<file path="src/rtl/rc5_pkg.sv">
// Shared types and W-generic rotate helpers for the RC5 engine.
package rc5_pkg;

    localparam int unsigned MAXW = 32;
    localparam int unsigned AMTW = 5;

    typedef enum logic [2:0] {IDLE, INIT, HALF_1, HALF_2, FINAL, DONE} state_e;
    typedef enum logic {ENC = 1'b0, DEC = 1'b1} mode_e;

    // Rotate the low w bits of x; amount is masked to log2(w) bits, upper bits return zero.
    function automatic logic [MAXW-1:0] rotl(input logic [MAXW-1:0] x,
                                             input logic [AMTW-1:0] amt,
                                             input int unsigned     w);
        logic [MAXW-1:0] r;
        int unsigned     a;
        r = '0;
        a = 32'(amt) & (w - 1);
        for (int unsigned i = 0; i < MAXW; i++) begin
            if (i < w) r[i] = x[AMTW'((i + w - a) % w)];
        end
        return r;
    endfunction

    function automatic logic [MAXW-1:0] rotr(input logic [MAXW-1:0] x,
                                             input logic [AMTW-1:0] amt,
                                             input int unsigned     w);
        logic [MAXW-1:0] r;
        int unsigned     a;
        r = '0;
        a = 32'(amt) & (w - 1);
        for (int unsigned i = 0; i < MAXW; i++) begin
            if (i < w) r[i] = x[AMTW'((i + a) % w)];
        end
        return r;
    endfunction

endpackage

</file>
<file path="src/rtl/rc5_crypt_param_if.sv">
// Key-load, input-block and output-block signals of the RC5 engine.
interface rc5_crypt_param_if #(
    parameter int unsigned W = 16,
    parameter int unsigned R = 12
);
    localparam int unsigned KAW = $clog2(2 * R + 2);

    logic             key_we;
    logic [KAW-1:0]   key_addr;
    logic [W-1:0]     key_wdata;
    logic             in_valid;
    logic             in_ready;
    logic             in_mode;
    logic [2*W-1:0]   in_data;
    logic             out_valid;
    logic             out_ready;
    logic [2*W-1:0]   out_data;
    logic             busy;

    modport master (
        output key_we, key_addr, key_wdata, in_valid, in_mode, in_data, out_ready,
        input  in_ready, out_valid, out_data, busy
    );

    modport slave (
        input  key_we, key_addr, key_wdata, in_valid, in_mode, in_data, out_ready,
        output in_ready, out_valid, out_data, busy
    );
endinterface

</file>
<file path="src/rtl/rc5_half_round.sv">
// One RC5 half-round: enc x' = rotl(x^y, y) + key, dec x' = rotr(x - key, y) ^ y.
module rc5_half_round
    import rc5_pkg::*;
#(
    parameter int unsigned W = 16
) (
    input  logic [W-1:0] x,
    input  logic [W-1:0] y,
    input  logic [W-1:0] key,
    input  mode_e        mode,
    output logic [W-1:0] nxt
);
    localparam int unsigned LW = $clog2(W);

    logic [AMTW-1:0] amt;
    logic [W-1:0]    rot_l;
    logic [W-1:0]    rot_r;

    always_comb begin
        amt   = AMTW'(y[LW-1:0]);
        rot_l = W'(rotl(MAXW'(x ^ y), amt, W));
        rot_r = W'(rotr(MAXW'(x - key), amt, W));
        nxt   = (mode == ENC) ? (rot_l + key) : (rot_r ^ y);
    end
endmodule

</file>
<file path="src/rtl/rc5_crypt_param.sv">
// Iterative RC5-W/R encrypt/decrypt engine, one half-round per clock, loadable round-key table.
module rc5_crypt_param
    import rc5_pkg::*;
#(
    parameter int unsigned W = 16,
    parameter int unsigned R = 12
) (
    input logic              clock,
    input logic              reset,
    rc5_crypt_param_if.slave bus
);
    localparam int unsigned NK  = 2 * R + 2;
    localparam int unsigned KAW = $clog2(NK);
    localparam int unsigned RW  = 8;

    state_e         state;
    mode_e          mode;
    logic [W-1:0]   a;
    logic [W-1:0]   b;
    logic [RW-1:0]  rnd;
    logic [W-1:0]   key_tbl [NK];

    logic           upd_a;
    logic           last_rnd;
    logic [KAW-1:0] ka;
    logic [KAW-1:0] kb;
    logic [W-1:0]   hx;
    logic [W-1:0]   hy;
    logic [W-1:0]   hk;
    logic [W-1:0]   hr;

    // Key table is never reset; a same-cycle read sees the old entry.
    always_ff @(posedge clock) begin
        if (bus.key_we && (32'(bus.key_addr) < NK)) begin
            key_tbl[bus.key_addr] <= bus.key_wdata;
        end
    end

    // Encrypt HALF_1 and decrypt HALF_2 rewrite A with S[2i]; the other two rewrite B with S[2i+1].
    always_comb begin
        upd_a    = (state == HALF_1) == (mode == ENC);
        ka       = KAW'({rnd, 1'b0});
        kb       = KAW'({rnd, 1'b1});
        hx       = upd_a ? a : b;
        hy       = upd_a ? b : a;
        hk       = upd_a ? key_tbl[ka] : key_tbl[kb];
        last_rnd = (mode == ENC) ? (rnd == RW'(R)) : (rnd == RW'(1));
    end

    rc5_half_round #(.W(W)) u_half (
        .x    (hx),
        .y    (hy),
        .key  (hk),
        .mode (mode),
        .nxt  (hr)
    );

    always_ff @(posedge clock) begin
        if (reset) begin
            state         <= IDLE;
            mode          <= ENC;
            a             <= '0;
            b             <= '0;
            rnd           <= '0;
            bus.in_ready  <= 1'b1;
            bus.out_valid <= 1'b0;
            bus.out_data  <= '0;
            bus.busy      <= 1'b0;
        end else begin
            case (state)
                IDLE: begin
                    if (bus.in_valid) begin
                        a            <= bus.in_data[2*W-1:W];
                        b            <= bus.in_data[W-1:0];
                        mode         <= mode_e'(bus.in_mode);
                        bus.in_ready <= 1'b0;
                        bus.busy     <= 1'b1;
                        state        <= INIT;
                    end
                end
                INIT: begin
                    if (mode == ENC) begin
                        a   <= a + key_tbl[0];
                        b   <= b + key_tbl[1];
                        rnd <= RW'(1);
                    end else begin
                        rnd <= RW'(R);
                    end
                    state <= HALF_1;
                end
                HALF_1: begin
                    if (upd_a) a <= hr;
                    else       b <= hr;
                    state <= HALF_2;
                end
                HALF_2: begin
                    if (upd_a) a <= hr;
                    else       b <= hr;
                    if (last_rnd) begin
                        state <= FINAL;
                    end else begin
                        state <= HALF_1;
                        rnd   <= (mode == ENC) ? rnd + RW'(1) : rnd - RW'(1);
                    end
                end
                // Decrypt unwhitens here; encrypt idles so both modes share one latency.
                FINAL: begin
                    if (mode == DEC) begin
                        a <= a - key_tbl[0];
                        b <= b - key_tbl[1];
                    end
                    state <= DONE;
                end
                DONE: begin
                    if (!bus.out_valid) begin
                        bus.out_valid <= 1'b1;
                        bus.out_data  <= {a, b};
                    end else if (bus.out_ready) begin
                        bus.out_valid <= 1'b0;
                        bus.in_ready  <= 1'b1;
                        bus.busy      <= 1'b0;
                        state         <= IDLE;
                    end
                end
                default: state <= IDLE;
            endcase
        end
    end
endmodule

</file>
<file path="src/flat_wrapper.sv">
// flat-port wrapper written by rule: the top's interface ports become plain ports
module rc5_crypt_param_flat import rc5_pkg::*;
#(
    parameter int unsigned W = 16,
    parameter int unsigned R = 12
)
  (clock, reset, bus_key_we, bus_key_addr, bus_key_wdata, bus_in_valid, bus_in_mode, bus_in_data, bus_out_ready, bus_in_ready, bus_out_valid, bus_out_data, bus_busy);
  rc5_crypt_param_if #(.W(W), .R(R)) bus_i ();
  input logic clock;
  input logic reset;
  input wire logic [$bits(bus_i.key_we)-1:0] bus_key_we;
  input wire logic [$bits(bus_i.key_addr)-1:0] bus_key_addr;
  input wire logic [$bits(bus_i.key_wdata)-1:0] bus_key_wdata;
  input wire logic [$bits(bus_i.in_valid)-1:0] bus_in_valid;
  input wire logic [$bits(bus_i.in_mode)-1:0] bus_in_mode;
  input wire logic [$bits(bus_i.in_data)-1:0] bus_in_data;
  input wire logic [$bits(bus_i.out_ready)-1:0] bus_out_ready;
  output wire logic [$bits(bus_i.in_ready)-1:0] bus_in_ready;
  output wire logic [$bits(bus_i.out_valid)-1:0] bus_out_valid;
  output wire logic [$bits(bus_i.out_data)-1:0] bus_out_data;
  output wire logic [$bits(bus_i.busy)-1:0] bus_busy;
  assign bus_i.key_we = bus_key_we;
  assign bus_i.key_addr = bus_key_addr;
  assign bus_i.key_wdata = bus_key_wdata;
  assign bus_i.in_valid = bus_in_valid;
  assign bus_i.in_mode = bus_in_mode;
  assign bus_i.in_data = bus_in_data;
  assign bus_i.out_ready = bus_out_ready;
  assign bus_in_ready = bus_i.in_ready;
  assign bus_out_valid = bus_i.out_valid;
  assign bus_out_data = bus_i.out_data;
  assign bus_busy = bus_i.busy;
  rc5_crypt_param #(.W(W), .R(R)) u_core (.clock(clock), .reset(reset), .bus(bus_i));
endmodule
</file>
<file path="config.mk">
export PLATFORM = sky130hd
export DESIGN_NAME = rc5_crypt_param_flat
export DESIGN_NICKNAME = d
export VERILOG_FILES = /design/src/rtl/rc5_pkg.sv /design/src/rtl/rc5_crypt_param_if.sv /design/src/rtl/rc5_half_round.sv /design/src/rtl/rc5_crypt_param.sv /design/src/flat_wrapper.sv
export SDC_FILE = /design/constraint.sdc
export NUM_CORES = 1
export LEC_CHECK = 0
export CORE_ASPECT_RATIO = 1.5
export CORE_MARGIN = 1
export CORE_UTILIZATION = 55
export CTS_CLUSTER_DIAMETER = 30
export DETAILED_ROUTE_END_ITERATION = 16
export PLACE_DENSITY = 0.73
export SYNTH_ARGS = -nofsm -noshare
export SYNTH_HDL_FRONTEND = slang
export SYNTH_SLANG_ARGS = --single-unit
</file>
<file path="constraint.sdc">
create_clock -name clock -period 7.25 [get_ports clock]
set_input_delay 1.8125 -clock clock [delete_from_list [all_inputs] [get_ports clock]]
set_output_delay 1.8125 -clock clock [all_outputs]
set_load 0.02 [all_outputs]
</file>
==> results of run 1 <==
## power by group
part           internal (uW)  switching [uW]  leakage, uW
Combinational           1510            2570      0.00502
Clock                   2210            1450      0.00126
Sequential              3180             161      0.00443
Total                   6900            4190       0.0107
## registers in the layout, summed over array words and instances (netlist names), 3 cells and up, named ones only
register and flops:
u_core.b 16, u_core.rnd 8, u_core.a 16, u_core.bus.out_data 32, u_core.state 3, u_core.key_tbl 416
## stage by stage
stage	setup slack, ps	total power [uW]
floorplan	1540	5990
global placement	1070	7340
detailed placement	979	7360
CTS	918	11000
global route	409	11500
finish	825	11100
## logic make-up (layout without fill, tap and decap cells)
kind of cell,count (synthesis),after routing,synth area share
buffers and inverters,165,352,0.0240
and+or+nand+nor,593,593,0.101
muxes,206,206,0.142
DFF,499,499,0.541
adders and majority gates,72,72,0.0356
other,0,2,0
xor gates and xnor gates,132,132,0.0444
AOI/OAI and AO/OA,442,442,0.112
## layer usage
metal / global-route usage / share of wire / vias up
li1: - / - / 8368
met1: 0.415 / 0.35 / 9457
met2: 0.623 / 0.50 / 1046
met3: 0.0529 / 0.067 / 253
met4: 0.248 / 0.076 / 0
met5: 0 / 0 / -
## worst max-delay path, stage by stage, from the launching register on
cell and delay, ps:
sky130_fd_sc_hd__dfxtp_1 520, sky130_fd_sc_hd__nor3b_4 400, sky130_fd_sc_hd__buf_4 290, sky130_fd_sc_hd__xnor2_4 140
sky130_fd_sc_hd__buf_12 220, sky130_fd_sc_hd__o21ai_0 680, sky130_fd_sc_hd__ha_1 370, sky130_fd_sc_hd__nor2b_1 150
sky130_fd_sc_hd__o2111ai_1 280, sky130_fd_sc_hd__a31oi_1 270, sky130_fd_sc_hd__o31ai_1 870, sky130_fd_sc_hd__mux2i_1 170
sky130_fd_sc_hd__a211oi_1 420, sky130_fd_sc_hd__nor2_1 110, sky130_fd_sc_hd__o31ai_1 580, sky130_fd_sc_hd__xnor2_1 210
sky130_fd_sc_hd__a221oi_1 460, sky130_fd_sc_hd__nor3_1 100
## layout make-up
class | count | area (um^2)
Sequential cell | 499 | 14200
Antenna cell | 2 | 5.00
Clock inverter | 55 | 604
Multi-Input combinational cell | 1445 | 11500
Inverter | 47 | 176
Tap cell | 594 | 743
Clock buffer | 86 | 1990
Timing Repair Buffer | 164 | 1530
Fill cell | 3453 | 16200
## cell usage in the layout (no fill, tap or decap), drive strengths merged, types with 9 or more instances in the layout
| cell type | netlist | layout |
|---|---|---|
| xnor2 | 79 | 79 |
| mux2 | 10 | 10 |
| o22ai | 12 | 12 |
| inv | 47 | 61 |
| nor2b | 11 | 11 |
| clkdlybuf4s50 | 0 | 92 |
| and3 | 10 | 10 |
| dfxtp | 83 | 83 |
| o211ai | 20 | 20 |
| mux2i | 66 | 66 |
| o21ai | 77 | 77 |
| a21oi | 119 | 119 |
| clkbuf | 87 | 86 |
| a211oi | 21 | 21 |
| nand2 | 249 | 249 |
| a31oi | 22 | 22 |
| or3 | 17 | 17 |
| xor2 | 53 | 53 |
| and2 | 17 | 17 |
| nand3 | 39 | 39 |
| a311oi | 14 | 14 |
| edfxtp | 416 | 416 |
| clkinv | 0 | 30 |
| buf | 31 | 72 |
| nor2 | 152 | 152 |
| ha | 68 | 68 |
| nor4 | 11 | 11 |
| o31ai | 19 | 19 |
| nor3 | 38 | 38 |
| a21o | 24 | 24 |
| a221oi | 12 | 12 |
| a22oi | 9 | 9 |
| nand2b | 17 | 17 |
| mux4 | 130 | 130 |
| o21a | 12 | 12 |
## path summary, 6_finish.rpt
kind                                   to  slack (ps)
setup / recovery             u_core.a[13]         830
hold / removal    u_core.bus.out_data[23]         450
setup reg to reg             u_core.a[13]         830
hold reg to reg   u_core.bus.out_data[23]         450
## cells in the mapped netlist (6+ instances only)
cell type and count:
sky130_fd_sc_hd__a21o_1 24, sky130_fd_sc_hd__or3_1 17, sky130_fd_sc_hd__a221oi_1 10, sky130_fd_sc_hd__ha_1 68, sky130_fd_sc_hd__mux2_2 10, sky130_fd_sc_hd__mux4_2 130, sky130_fd_sc_hd__a21boi_0 6, sky130_fd_sc_hd__o22ai_1 12
sky130_fd_sc_hd__xor2_1 53, sky130_fd_sc_hd__o41ai_1 6, sky130_fd_sc_hd__a31oi_1 22, sky130_fd_sc_hd__nand4_1 7, sky130_fd_sc_hd__nor3_1 38, sky130_fd_sc_hd__edfxtp_1 416, sky130_fd_sc_hd__clkbuf_1 87, sky130_fd_sc_hd__dfxtp_1 83
sky130_fd_sc_hd__buf_1 25, sky130_fd_sc_hd__nor2b_1 11, sky130_fd_sc_hd__and3_1 10, sky130_fd_sc_hd__nor2_1 152, sky130_fd_sc_hd__and2_1 16, sky130_fd_sc_hd__o21bai_1 7, sky130_fd_sc_hd__nand3_1 39, sky130_fd_sc_hd__a32oi_1 6
sky130_fd_sc_hd__a211o_1 7, sky130_fd_sc_hd__xnor2_1 78, sky130_fd_sc_hd__o21ai_0 76, sky130_fd_sc_hd__nand2b_1 17, sky130_fd_sc_hd__a211oi_1 21, sky130_fd_sc_hd__o21a_1 12, sky130_fd_sc_hd__a311oi_1 14, sky130_fd_sc_hd__nand2_1 249
sky130_fd_sc_hd__o31ai_1 18, sky130_fd_sc_hd__inv_1 45, sky130_fd_sc_hd__a21oi_1 119, sky130_fd_sc_hd__mux2i_1 65, sky130_fd_sc_hd__nor4_1 11, sky130_fd_sc_hd__o211ai_1 20, sky130_fd_sc_hd__a22oi_1 9
==> out/summary.txt, run 1 <==
==================================================================================================
Result of the run                                                                     finished clean
CTS tree                                                                                       yes
Clock Tree Root                                                                       sky130_fd_sc_hd__clkbuf_16
Starting density of the core                                                                 0.559
Endpoint required time on the critical path                                                7700 ps
Crit-path max FO                                                                                47
VDD IR-drop max                                                                             248 uV
Post CTS Setup Buffer Count                                                                      0
Count of flip-flops with a built-in enable after synthesis                                     416
Number of antenna violations at the first check in global routing                                1
Number of global-route vias before repair                                                    19000
Startpoint type of the worst setup path                                                   register
Overall track demand over capacity in global routing                                         0.361
Total of warnings raised by yosys                                                                0
WP data arrival                                                                            6880 ps
Total Nets Final                                                                              2364
Clock tree skew after final layout                                                         48.7 ps
Synthesized area per cell                                                                12.4 um^2
Count of port buffers added during placement                                                    93
Core utilization of the finished layout                                                      0.655
Clock transition time at the flip-flop clock pins of the worst setup and hold paths          50 ps
Number of endpoints with negative hold slack in the final report                                 0
Library cells used by synthesis                                                                 77
Final instance count without filler cells                                                     2892
FF-to-FF path depth                                                                             17
Startpoint of the worst setup timing path                                             u_core.state[2]
Number of DRC markers after the initial detailed-route iteration                              1873
Minimum clock period                                                                       6420 ps
Fraction of synthesized cell area taken by the top area cell type                            0.477
First drt pass iteration count                                                                   5
Cell Rows                                                                                       97
Die Width                                                                                   180 um
FMAX                                                                                     0.156 GHz
Post-route ant nets                                                                              0
TritonCTS buffer count                                                                          76
Total placed instance area                                                              28100 um^2
Core area                                                                               46800 um^2
Minimum hold slack                                                                          454 ps
Post-synthesis async set-or-reset flop share                                                     0
Congestion Overflow GR                                                                           0
TritonCTS sink count                                                                           499
DRC violations left                                                                              0
Clock Path Buffers                                                                               3
Total of hold buffers inserted after clock tree synthesis                                        0
Detail Placement HPWL                                                                      60.7 mm
Routed WL per cell                                                                         29.8 um
Clock latency at the later pin of the worst-skew pair                                       640 ps
Share of post-route cells with drive strength above 1                                        0.162
Class of the tightest hold or removal check                                           register to register
Routability-driven placement congestion ratio                                                 1.00
Max-capacitance violation count                                                                  0
Leakage Power                                                                            0.0107 uW
Largest cells by area after synthesis                                                 sky130_fd_sc_hd__edfxtp_1 48%, sky130_fd_sc_hd__mux4_2 11%, sky130_fd_sc_hd__dfxtp_1 6.3%, sky130_fd_sc_hd__nand2_1 3.6%, sky130_fd_sc_hd__ha_1 3.3%
Ports placed on the boundary                                                                    94
Total length of routed wires                                                               86.3 mm
Final standard cell area without fillers                                                30700 um^2
Reg2Reg Launch Point                                                                  u_core.state[2]
Main flop type after synthesis                                                        sky130_fd_sc_hd__edfxtp_1
Instance count along the most critical hold path                                                 2
Unrepaired setup endpoints after global routing                                              false
Number of synthesized register bits                                                            499
Period utilization                                                                           0.886
Transition at the pin with the smallest max-transition slack                               1360 ps
Global-route wire length before repair                                                      126 mm
Pin count of the biggest net entering global routing                                            76
Proportion of synthesized chip area in sequential cells                                      0.541
Start point of the worst hold path                                                    u_core.bus.out_data[23]
Cell type contributing the most total cell area after synthesis                       sky130_fd_sc_hd__edfxtp_1
Power per cell area                                                                    361 nW/um^2
Max_slew headroom                                                                           0.0899
H-Tree Depth                                                                                     3
Synthesized cell area                                                                   26200 um^2
Net count after synthesis                                                                     2240
Die span in y                                                                               269 um
Cells resized by post-CTS repair                                                                 0
Type of element capturing the critical path                                               register
Final Max Tran Viols                                                                             0
Instance count after placement with tap cells included                                        2749
Number of endpoints failing setup at the final stage                                             0
Vias                                                                                         19100
Vias/cell                                                                                     6.61
Relative area change from synthesis to final layout                                          17.2%
Crit path kind                                                                        register to register
Area of the die                                                                         48500 um^2
Setup TNS Final                                                                               0 ps
Synthesized netlist cell count                                                                2109
==================================================================================================
Power figures use the tool's default switching activity.
==> run 2, diff against run 1 <==
Settings changed: PLACE_DENSITY 0.73 to 0.69.
==> run 2 against run 1 <==
Effect of this change: wire length is 4.3% higher; die area did not move; global-route usage increased by 1.4 points; utilization decreased by 0.18 points; count of clock-buffer cells in the layout decreased by 5; worst hold slack lost 5.0 ps; power shrank 0.78%; clock skew decreased by 21 ps; sequential share of layout area rose by 0.13 points; first-iteration DRC count fell by 2.3%; clock power decreased by 7.6%; critical endpoint is now u_core.b[9]; largest cell class unchanged.
==> out/summary.txt, run 2 (synthesis results as in run 1) <==
==================================================================================================
TritonCTS sink count                                                                           499   unchanged
Total Nets Final                                                                              2386   +0.93%
Total area of multi-input combinational cells                                           11400 um^2   -0.14%
Met2 global-route usage                                                                      0.650   +0.0266
Most common cell after layout, fill and taps aside                                    sky130_fd_sc_hd__edfxtp_1
Share of post-route cells with drive strength above 1                                        0.170   +0.00738
CP Buf/Inv Count                                                                                 1   -1
Clock transition time at the flip-flop clock pins of the worst setup and hold paths          60 ps   about the same
Instance count along the most critical hold path                                                 2   unchanged
Period utilization                                                                           0.885   -0.000977
Ports placed on the boundary                                                                    94   unchanged
Clock tree skew after final layout                                                         27.6 ps   -21.1 ps
Minimum hold slack                                                                          449 ps   -4.99 ps
Post CTS Setup Buffer Count                                                                      0   unchanged
Final instance count without filler cells                                                     2908   +0.55%
Vias/cell                                                                                     6.64   +0.40%
Routability-driven placement congestion ratio                                                 1.03   +2.7%
Number of DRC markers after the initial detailed-route iteration                              1830   -2.3%
Crit path kind                                                                        register to register
Global route hottest layer                                                                    met2
Result of the run                                                                     finished clean
Cell with the biggest individual delay on the critical path                           sky130_fd_sc_hd__dfxtp_4
Worst setup slack after layout                                                              833 ps   +7.09 ps
Start point of the worst hold path                                                    u_core.bus.out_data[0]
Minimum setup slack after placement                                                         897 ps   -82.7 ps
Max-capacitance violation count                                                                  0   unchanged
Instance count after placement with tap cells included                                        2775   +0.95%
Minimum clock period                                                                       6420 ps   -7.09 ps
Class of the tightest hold or removal check                                           register to register
Max_slew headroom                                                                            0.135   +0.0446
Logic depth of the worst path, buffers included                                                 17   unchanged
Clock Path Buffers                                                                               3   unchanged
Die span in y                                                                               269 um   unchanged
Registers with the most flip-flops                                                    u_core.key_tbl (416), u_core.bus.out_data (32)
Pin count of the biggest net entering global routing                                            76   unchanged
Total length of routed wires                                                               90.1 mm   +4.3%
Congestion Overflow GR                                                                           0   unchanged
TritonCTS buffer count                                                                          72   -5.3%
Area taken by flip-flops and latches                                                    14200 um^2   unchanged
Endpoint required time on the critical path                                                7710 ps   about the same
WP data arrival                                                                            6880 ps   about the same
Clock latency at the later pin of the worst-skew pair                                       620 ps   -20 ps
H-Tree Depth                                                                                     3   unchanged
Count of port buffers added during placement                                                    93   unchanged
Final Max Tran Viols                                                                             0   unchanged
Minimum setup slack among reg-to-reg paths                                                  830 ps   about the same
Number of global-route vias before repair                                                    19300   +1.5%
Relative area change from synthesis to final layout                                          16.9%
Filler cell count in the final layout                                                         3388   -1.9%
Vias                                                                                         19300   +0.96%
Met1 routing resource usage after global routing                                             0.413   -0.00292
Overall track demand over capacity in global routing                                         0.375   +0.0137
Area of the die                                                                         48500 um^2   unchanged
FF-to-FF path depth                                                                             17   unchanged
Number of antenna cells inserted                                                                 0   -2
FMAX                                                                                     0.156 GHz   +0.11%
Leakage Power                                                                            0.0107 uW   about the same
First drt pass iteration count                                                                   7   +2
Starting density of the core                                                                 0.559   unchanged
Met3 Use GR                                                                                 0.0542   +0.00122
Unrepaired setup endpoints after global routing                                              false
Detail Placement HPWL                                                                      62.5 mm   +3.1%
Power per cell area                                                                    360 nW/um^2   -0.51%
VDD IR-drop max                                                                             407 uV   +64%
CTS tree                                                                                       yes
Number of endpoints failing setup at the final stage                                             0   unchanged
Number of endpoints with negative hold slack in the final report                                 0   unchanged
Most flops, register                                                                  u_core.key_tbl
Post-route ant nets                                                                              0   unchanged
Cell Rows                                                                                       97   unchanged
Setup TNS Final                                                                               0 ps   unchanged
Clock Tree Root                                                                       sky130_fd_sc_hd__clkbuf_16
Total of hold buffers inserted after clock tree synthesis                                        0   unchanged
Core area                                                                               46800 um^2   unchanged
Cells resized by post-CTS repair                                                                 0   unchanged
Routed WL per cell                                                                         31.0 um   +3.8%
Type of element capturing the critical path                                               register
Die Width                                                                                   180 um   unchanged
Crit-path max FO                                                                                41   -13%
Sequence of cells on the critical path                                                buf_4 -> mux4_2 -> mux4_2 -> nand2_1 -> nand2_1 -> ha_1 -> nor2b_1 -> o2111ai_1 -> a31oi_1 -> o22a_1 -> a31oi_1 -> xnor2_1 -> a311oi_1 -> o31ai_1 -> xnor2_1 -> a2111oi_0 -> nor4_1
DRC violations left                                                                              0   unchanged
Top delay family on crit path                                                         compound AO/OA/AOI/OAI gates
Global-route wire length before repair                                                      130 mm   +3.1%
Most used cells in the layout excluding fill and tap cells                            416 x sky130_fd_sc_hd__edfxtp_1, 249 x sky130_fd_sc_hd__nand2_1, 150 x sky130_fd_sc_hd__nor2_1, 130 x sky130_fd_sc_hd__mux4_2, 119 x sky130_fd_sc_hd__a21oi_1
Critical Path Max Stage Delay                                                               780 ps   -90 ps
Transition at the pin with the smallest max-transition slack                               1290 ps   -66.7 ps
Number of antenna violations at the first check in global routing                                1   unchanged
Largest register FFs                                                                           416   unchanged
Startpoint type of the worst setup path                                                   register
==================================================================================================
run 2: through the flow:
step | power, uW | cell area [um^2] | util
2_1_floorplan | 5990 | 26200 | -
3_3_place_gp | 7500 | 28200 | 0.602
3_5_place_dp | 7510 | 28200 | 0.602
4_1_cts | 10900 | 30600 | 0.653
5_1_grt | 11400 | 30600 | 0.653
6_report | 11000 | 30600 | 0.653
run 2: tightest hold or removal path, cell delays in order (launching register included):
cell	delay, ps
sky130_fd_sc_hd__dfxtp_1	300
sky130_fd_sc_hd__nand2_1	50
sky130_fd_sc_hd__a21oi_1	50
run 2: layer usage:
| layer | routed length, um | up-vias |
|---|---|---|
| met5 | 0 | - |
| met4 | 8230 | 0 |
| met3 | 5890 | 303 |
| met2 | 45500 | 1111 |
| met1 | 30500 | 9475 |
| li1 | - | 8418 |
run 2: path summary, 6_finish.rpt:
check / end
worst max-delay path: u_core.b[9]
worst min-delay path: u_core.bus.out_data[0]
worst max register to register: u_core.b[9]
worst min register to register: u_core.bus.out_data[0]
run 2: area by class of cell:
| class | count | share of cell area |
|---|---|---|
| clock inverter | 52 | 0.0163 |
| timing repair buffer | 190 | 0.0553 |
| sequential | 499 | 0.463 |
| inverter | 47 | 0.00577 |
| clock buffer | 81 | 0.0613 |
| multi-input combinational | 1445 | 0.374 |
| tap | 594 | 0.0243 |
run 2: power by group:
part	internal, uW	switching, uW
Combinational	1550	2740
Sequential	3180	141
Clock	1980	1420
==> run 3, diff against run 2 <==
Settings changed: CAP_MARGIN set to 20.
==> run 3 against run 2 <==
Effect of this change: non-clock buffer count is 10 higher; worst hold slack about the same; critical path depth is the same.
==> out/summary.txt, run 3 (synthesis results as in run 1) <==
==================================================================================================
Crit-path max FO                                                                                38   -7.3%
Minimum setup slack among reg-to-reg paths                                                  790 ps   -40 ps
Most used cells in the layout excluding fill and tap cells                            416 x sky130_fd_sc_hd__edfxtp_1, 249 x sky130_fd_sc_hd__nand2_1, 150 x sky130_fd_sc_hd__nor2_1, 130 x sky130_fd_sc_hd__mux4_2, 119 x sky130_fd_sc_hd__a21oi_1
Critical Path Max Stage Delay                                                               730 ps   -50 ps
Power per cell area                                                                    359 nW/um^2   -0.25%
Largest register FFs                                                                           416   unchanged
Cell with the biggest individual delay on the critical path                           sky130_fd_sc_hd__o31ai_1
Core area                                                                               46800 um^2   unchanged
Routability-driven placement congestion ratio                                                 1.03   unchanged
Routed WL per cell                                                                         31.8 um   +2.6%
Switching power share of the total                                                           0.392   +0.00117
Instance count along the most critical hold path                                                 2   unchanged
Clock tree skew after final layout                                                         26.3 ps   -1.34 ps
Class of the tightest hold or removal check                                           register to register
Sequence of cells on the critical path                                                buf_12 -> mux4_2 -> mux4_2 -> nand2_1 -> nand2_1 -> ha_1 -> nor2b_1 -> o2111ai_1 -> a31oi_1 -> o22a_1 -> a31oi_1 -> xnor2_1 -> a311oi_1 -> o31ai_1 -> xnor2_1 -> a2111oi_0 -> nor4_1
Most flops, register                                                                  u_core.key_tbl
TritonCTS buffer count                                                                          72   unchanged
FF-to-FF path depth                                                                             17   unchanged
Total area of multi-input combinational cells                                           11400 um^2   unchanged
Final Max Tran Viols                                                                             0   unchanged
DRC violations left                                                                              0   unchanged
CP Buf/Inv Count                                                                                 1   unchanged
Total length of routed wires                                                               92.8 mm   +3.0%
Number of endpoints with negative hold slack in the final report                                 0   unchanged
Clock transition time at the flip-flop clock pins of the worst setup and hold paths          60 ps   about the same
Post-route ant nets                                                                              0   unchanged
Number of antenna violations at the first check in global routing                                1   unchanged
WP data arrival                                                                            6920 ps   +40 ps
Congestion Overflow GR                                                                           0   unchanged
Instance count after placement with tap cells included                                        2775   unchanged
Pin count of the biggest net entering global routing                                            76   unchanged
Crit path kind                                                                        register to register
Starting density of the core                                                                 0.559   unchanged
First drt pass iteration count                                                                   5   -2
Proportion of power drawn by combinational gates                                             0.389   about the same
Cells resized by post-CTS repair                                                                 0   unchanged
Number of global-route vias before repair                                                    19300   unchanged
Clock latency at the later pin of the worst-skew pair                                       620 ps   about the same
Destination of the worst register-to-register timing path                              u_core.b[9]
Endpoint required time on the critical path                                                7710 ps   about the same
Transition at the pin with the smallest max-transition slack                               1190 ps   -109 ps
Hold path endpoint                                                                    u_core.bus.out_data[0]
Internal Pwr Total                                                                         6710 uW   +0.13%
Unrepaired setup endpoints after global routing                                              false
Number of antenna cells inserted                                                                 0   unchanged
Minimum clock period                                                                       6460 ps   +41.8 ps
Overall track demand over capacity in global routing                                         0.375   unchanged
Vias                                                                                         19600   +1.6%
Filler cell count in the final layout                                                         3343   -1.3%
Count of port buffers added during placement                                                    93   unchanged
Share of total power in the clock network                                                    0.310   +0.002
Type of element capturing the critical path                                               register
Most common cell after layout, fill and taps aside                                    sky130_fd_sc_hd__edfxtp_1
FMAX                                                                                     0.155 GHz   -0.65%
Logic depth of the worst path, buffers included                                                 17   unchanged
Result of the run                                                                     finished clean
CTS tree                                                                                       yes
Total of hold buffers inserted after clock tree synthesis                                        0   unchanged
Period utilization                                                                           0.891   +0.00577
TritonCTS sink count                                                                           499   unchanged
Start point of the worst hold path                                                    u_core.bus.out_data[0]
Area taken by flip-flops and latches                                                    14200 um^2   unchanged
Final instance count without filler cells                                                     2918   +0.34%
Area of the die                                                                         48500 um^2   unchanged
VDD IR-drop max                                                                             412 uV   +1.4%
Share of post-route cells with drive strength above 1                                        0.173   +0.00357
Detail Placement HPWL                                                                      62.5 mm   unchanged
Startpoint type of the worst setup path                                                   register
Global-route wire length before repair                                                      130 mm   unchanged
Minimum hold slack                                                                          449 ps   -0.00900 ps
Number of DRC markers after the initial detailed-route iteration                              2158   +18%
Post CTS Setup Buffer Count                                                                      0   unchanged
Die span in y                                                                               269 um   unchanged
Total Nets Final                                                                              2396   +0.42%
Register share of total power                                                                0.301   about the same
Clock Tree Root                                                                       sky130_fd_sc_hd__clkbuf_16
Top delay family on crit path                                                         compound AO/OA/AOI/OAI gates
Power spent charging and discharging nets                                                  4320 uW   +0.63%
Max_slew headroom                                                                            0.207   +0.0726
Leakage Power                                                                            0.0108 uW   +0.81%
Number of endpoints failing setup at the final stage                                             0   unchanged
Die Width                                                                                   180 um   unchanged
Max-capacitance violation count                                                                  0   unchanged
Setup TNS Final                                                                               0 ps   unchanged
H-Tree Depth                                                                                     3   unchanged
Clock Path Buffers                                                                               3   unchanged
Cell Rows                                                                                       97   unchanged
Relative area change from synthesis to final layout                                          17.5%
Registers with the most flip-flops                                                    u_core.key_tbl (416), u_core.bus.out_data (32)
Ports placed on the boundary                                                                    94   unchanged
Vias/cell                                                                                     6.72   +1.3%
==================================================================================================
==> run 3: power groups by stage <==
stage	Combinational [uW]	Clock (uW)	Sequential, uW
floorplan	2700	0	3290
CTS	4170	3420	3310
global placement	4130	0	3370
global route	4530	3560	3320
finish	4290	3420	3320
detailed placement	4140	0	3370
==> run 3: per-layer routing <==
metal  vias up  GRT usage  wire length, um
met1      9701      0.413            31100
li1       8433          -                -
met4         2      0.297             8290
met3       324     0.0542             6370
met2      1159      0.650            47000
met5         -          0               13
==> run 3: metrics by stage <==
stage | util | worst slack (ps) | area (um^2) | total power, uW
after floorplan | - | 1540 | 26200 | 5990
after global placement | 0.602 | 1020 | 28200 | 7500
after detailed placement | 0.602 | 897 | 28200 | 7510
after CTS | 0.653 | 876 | 30600 | 10900
after global routing | 0.657 | 444 | 30800 | 11400
final | 0.657 | 791 | 30800 | 11000
==> run 3: final cells by class <==
cell class                 count  area share
clock buffer                  81      0.0610
clock inverter                52      0.0162
inverter                      47     0.00573
multi-input combinational   1445       0.372
sequential                   499       0.460
tap                          594      0.0242
timing repair buffer         200      0.0607
==> run 3: how the worst max path moves through the flow <==
stage	start	to	slack (ps)
3_3_place_gp	register	u_core.b[13]	1020
5_1_grt	register	u_core.b[9]	440
4_1_cts	register	u_core.b[9]	880
3_5_place_dp	register	u_core.b[9]	900
6_report	register	u_core.b[9]	790
2_1_floorplan	u_core.state[2]	u_core.b[14]	1540
==> run 3: worst min-delay path, stage by stage (launching register included) <==
cell and delay, ps:
sky130_fd_sc_hd__dfxtp_1 300, sky130_fd_sc_hd__nand2_1 50, sky130_fd_sc_hd__a21oi_1 50
